===== src/rtl/afifo_rd_if.sv =====
// Read-side bundle between the FIFO pointer/RAM logic, the read port and the downstream sink.
// master is the read port itself; slave is the environment around it.
interface afifo_rd_if #(
    parameter int unsigned DSIZE = 8
);
    logic             empty;
    logic             ren;
    logic [DSIZE-1:0] rdata;
    logic [DSIZE-1:0] dout;
    logic             dout_valid;
    logic             dout_ready;
    logic [1:0]       dout_cnt;

    modport master (
        input  empty,
        input  rdata,
        input  dout_ready,
        output ren,
        output dout,
        output dout_valid,
        output dout_cnt
    );

    modport slave (
        output empty,
        output rdata,
        output dout_ready,
        input  ren,
        input  dout,
        input  dout_valid,
        input  dout_cnt
    );
endinterface


===== src/rtl/afifo_rd_port.sv =====
// Async FIFO read-domain consumer: issues reads against a 1-cycle-latency RAM and presents
// a first-word-fall-through stream through a 2-entry output buffer.
module afifo_rd_port #(
    parameter int unsigned DSIZE = 8
) (
    input logic        rclk,
    input logic        rrst_n,
    afifo_rd_if.master bus
);
    logic [DSIZE-1:0] buf0_q, buf0_d;
    logic [DSIZE-1:0] buf1_q, buf1_d;
    logic [1:0]       occ_q, occ_d;
    logic             infl_q;

    logic       pop;
    logic [2:0] level;
    logic [1:0] occ_eff;

    assign pop = bus.dout_valid & bus.dout_ready;

    // Occupancy after this cycle's arrival and pop; pop implies occ_q >= 1, so no underflow.
    assign level   = {1'b0, occ_q} + {2'b00, infl_q} - {2'b00, pop};
    assign occ_eff = occ_q - {1'b0, pop};

    // Only read when the returning word is guaranteed a slot.
    assign bus.ren = ~bus.empty & (level < 3'd2);

    assign bus.dout       = buf0_q;
    assign bus.dout_valid = (occ_q != 2'd0);
    assign bus.dout_cnt   = occ_q;

    always_comb begin
        buf0_d = buf0_q;
        buf1_d = buf1_q;
        occ_d  = level[1:0];
        if (pop) begin
            buf0_d = buf1_q;
        end
        if (infl_q) begin
            case (occ_eff)
                2'd0:    buf0_d = bus.rdata;
                2'd1:    buf1_d = bus.rdata;
                default: ;
            endcase
        end
    end

    always_ff @(posedge rclk or negedge rrst_n) begin
        if (!rrst_n) begin
            buf0_q <= '0;
            buf1_q <= '0;
            occ_q  <= 2'd0;
            infl_q <= 1'b0;
        end else begin
            buf0_q <= buf0_d;
            buf1_q <= buf1_d;
            occ_q  <= occ_d;
            infl_q <= bus.ren;
        end
    end
endmodule

===== src/flat_wrapper.sv =====
// flat-port wrapper written by rule: the top's interface ports become plain ports
module afifo_rd_port_flat 
#(
    parameter int unsigned DSIZE = 8
)
  (rclk, rrst_n, bus_empty, bus_rdata, bus_dout_ready, bus_ren, bus_dout, bus_dout_valid, bus_dout_cnt);
  afifo_rd_if #(.DSIZE(DSIZE)) bus_i ();
  input logic rclk;
  input logic rrst_n;
  input wire logic [$bits(bus_i.empty)-1:0] bus_empty;
  input wire logic [$bits(bus_i.rdata)-1:0] bus_rdata;
  input wire logic [$bits(bus_i.dout_ready)-1:0] bus_dout_ready;
  output wire logic [$bits(bus_i.ren)-1:0] bus_ren;
  output wire logic [$bits(bus_i.dout)-1:0] bus_dout;
  output wire logic [$bits(bus_i.dout_valid)-1:0] bus_dout_valid;
  output wire logic [$bits(bus_i.dout_cnt)-1:0] bus_dout_cnt;
  assign bus_i.empty = bus_empty;
  assign bus_i.rdata = bus_rdata;
  assign bus_i.dout_ready = bus_dout_ready;
  assign bus_ren = bus_i.ren;
  assign bus_dout = bus_i.dout;
  assign bus_dout_valid = bus_i.dout_valid;
  assign bus_dout_cnt = bus_i.dout_cnt;
  afifo_rd_port #(.DSIZE(DSIZE)) u_core (.rclk(rclk), .rrst_n(rrst_n), .bus(bus_i));
endmodule

===== config.mk =====
export PLATFORM = sky130hd
export DESIGN_NAME = afifo_rd_port_flat
export DESIGN_NICKNAME = d
export VERILOG_FILES = /design/src/rtl/afifo_rd_if.sv /design/src/rtl/afifo_rd_port.sv /design/src/flat_wrapper.sv
export SDC_FILE = /design/constraint.sdc
export NUM_CORES = 1
export LEC_CHECK = 0
export ABC_AREA = 0
export BUFFER_PORTS_ARGS = -buffer_cell sky130_fd_sc_hd__buf_4
export CAP_MARGIN = 5
export CORE_ASPECT_RATIO = 1.25
export CORE_MARGIN = 4
export CORE_UTILIZATION = 50
export DETAILED_ROUTE_END_ITERATION = 7
export GPL_ROUTABILITY_DRIVEN = 1
export PLACE_DENSITY = 0.77
export SLEW_MARGIN = 25
export SYNTH_ARGS = -nofsm -noshare
export SYNTH_HDL_FRONTEND = slang
export SYNTH_SLANG_ARGS = --single-unit

===== constraint.sdc =====
create_clock -name rclk -period 3.3 [get_ports rclk]
set_clock_uncertainty 0.15 [all_clocks]
set_input_delay 0.495 -clock rclk [delete_from_list [all_inputs] [get_ports rclk]]
set_output_delay 0.495 -clock rclk [all_outputs]
set_load 0.01 [all_outputs]

==> metrics.txt <==
average vias per placed instance 5.32; CTS H-Tree Depth 1; Initial Util between 50% and 60%; share of post-route cells with drive strength above 1 55.3%; pwr dens 845 nW/um2; TritonCTS clock tree built; crit path kind flip-flop to output port; pin count of the biggest net entering global routing 20; Hold Path Class input port to flip-flop; main combinational cell family by area after synthesis multiplexers; site row count 16; commonest non-fill, non-tap cell in the layout buf_4; HPWL after detailed placement 1120 um; Clock Latency Late Sink around 290 ps; CP endpoint kind output port; Synth Area in Simple Gates roughly 5.7%; post-cts resize count 0; WL final 1540 um; CP Max Fanout 5; Synth Area in Compound Gates 2.85%; Fmax achieved around 350 MHz; syn_area_per_cell ~15 um2; initial antenna violation count 0; Max Cap Viol 0; Tmin final between 2000 and 3000 ps; Distinct cells, synth 14; flops & latches, synth 19; commonest cells after routing, fill and taps aside buf_4, dfrtp_1, mux2_2; number of global-route vias before repair 595; CTS buffer count 3; R2R Path Start u_core.bus.dout_cnt[0]; first-pass GRT wire length 2510 um; CP required 2650 ps; Area Growth Syn to Fin 26.5%; post-synth net total 72; full die area 2500 um2; die width between 40 and 50 um; Adder-Cell Fraction of Synth Area a little over 5%; GPL Wtd Cong 0.765; DRC 0; R2R Path End u_core.bus.dout[4]; status finished, final reports clean; Syn Inst Count 57; Fin Setup TNS 0 ps; data arrival time of the worst path 2170 ps; Total Routing Usage GR between 10 and 15%; I/O pin count 24; Pwr Total between 0.9 and 1 mW; DR WL/cell 14.9 um; Antenna diodes 0; Least-Margin Pin Slew 494 ps; Layout Nets slightly above 100; Seq/Total Area, Yosys 54.1%; Final period util 85.4%; DRT Pass-1 Iters 4; Max Transition Viols Final 0; gr ovfl total 0; endpoints failing setup 0; CTS root buffer clkbuf_4; Core ar. approximately 1600 um2; Die Height 54.9 um; clk sinks 19; CP Launch Point u_core.bus.dout_cnt[0]; vias approximately 550; Detailed Route Iter0 Violations 4; Peak VDD IR 0.000487 V; IO Port Bufs 23; Synth warnings 0; reg2reg path depth 5; Post-Syn Area approximately 880 um2; P_leak 0.545 nW; Worst Setup Start Kind flip-flop; fillers 124; RSZ-0062 raised after global routing false; Clock Tree Buf Depth 2; worst setup path endpoint bus_ren; endpoints failing hold 0; XOR/XNOR share of the synthesized area 0.997%; post-synthesis mux area share between 30 and 40%; Reg clk slew, reported paths roughly 100 ps; number of post-CTS setup repair buffers 0; reg2reg setup slack ~1100 ps; antenna viol nets, final 0; Max transition margin 67.1%
-- critical path, cell delays in order, from the launching register on --
cell      delay [ps]
dfrtp_1          430
nand3b_2         320
nand2_1          110
ha_1             150
fa_1             430
nor3_1           270
buf_4            170
-- report_power, final --
| group | switching (mW) | internal (mW) | total [mW] |
|---|---|---|---|
| clock network | 0.0684 | 0.0451 | 0.113 |
| registers | 0.0627 | 0.337 | 0.400 |
| logic | 0.172 | 0.254 | 0.426 |
| total | 0.303 | 0.636 | 0.939 |
-- repair_timing --
item                       in CTS  in global routing
hold endpoints to repair       19                  0
setup endpoints to repair       0                  0
hold buffers                    1                  0
-- state kept, by name, summed over array words and instances, names as in the netlist --
name                 cells
u_core.infl_q            1
u_core.bus.dout_cnt      2
u_core.buf1_q            8
u_core.bus.dout          8
-- Yosys cell counts (all sizes together) --
| library cell | number | area [um2] |
|---|---|---|
| nand2 | 1 | 3.75 |
| dfrtp | 19 | 475 |
| fa | 1 | 20.0 |
| a21oi | 1 | 16.3 |
| ha | 2 | 25.0 |
| or2 | 1 | 6.26 |
| nand2b | 2 | 12.5 |
| xnor2 | 1 | 8.76 |
| o21ai | 1 | 8.76 |
| mux2 | 24 | 270 |
| nor3 | 1 | 5.00 |
| inv | 1 | 3.75 |
| nand3b | 2 | 22.5 |
-- logic make-up after synthesis --
family | after synthesis
muxes | 24
xor gates and xnor gates | 1
DFF | 19
adders and majority gates | 3
AOI/OAI and AO/OA | 2
and+or+nand+nor | 7
buffers and inverters | 1
-- per-layer routing --
layer	track usage, %	vias to the layer above	share of wire [%]
met4	8.78	0	0.52
met1	15.2	273	41
met5	0	-	0
met2	27.2	13	54
li1	-	260	-
met3	2.30	2	4.8
-- how the worst min path moves through the flow --
stage	from	to	depth (start not counted)
3_3_place_gp	rrst_n	u_core.bus.dout[0]	1
5_1_grt	bus_empty	u_core.infl_q	2
4_1_cts	bus_empty	u_core.infl_q	2
2_1_floorplan	rrst_n	u_core.buf1_q[0]	0
6_report	bus_empty	u_core.infl_q	2
3_5_place_dp	rrst_n	u_core.bus.dout[0]	1
-- stage by stage --
| stage | worst slack (ps) | cell area, um2 | util [%] | instances | hold slack, ps |
|---|---|---|---|---|---|
| final | 482 | 1110 | 68.5 | 103 | 211 |
| after global routing | 255 | 1110 | 68.5 | 103 | 215 |
| after CTS | 437 | 1110 | 68.5 | 103 | 200 |
| after detailed placement | 658 | 1070 | 66.2 | 98 | 229 |
| after global placement | 703 | 1070 | 66.2 | 98 | 228 |
| after floorplan | 895 | 878 | - | 57 | 49.4 |
-- layout make-up --
type                       instances  area [um2]  area share [%]
clock inverter                     1        5.00           0.450
timing repair buffer              24         183            16.4
multi-input combinational         37         399            35.9
tap                               18        22.5            2.03
inverter                           1        3.75           0.338
clock buffer                       3        22.5            2.03
sequential                        19         475            42.8
Note: power is estimated with default switching activity, not from simulation.
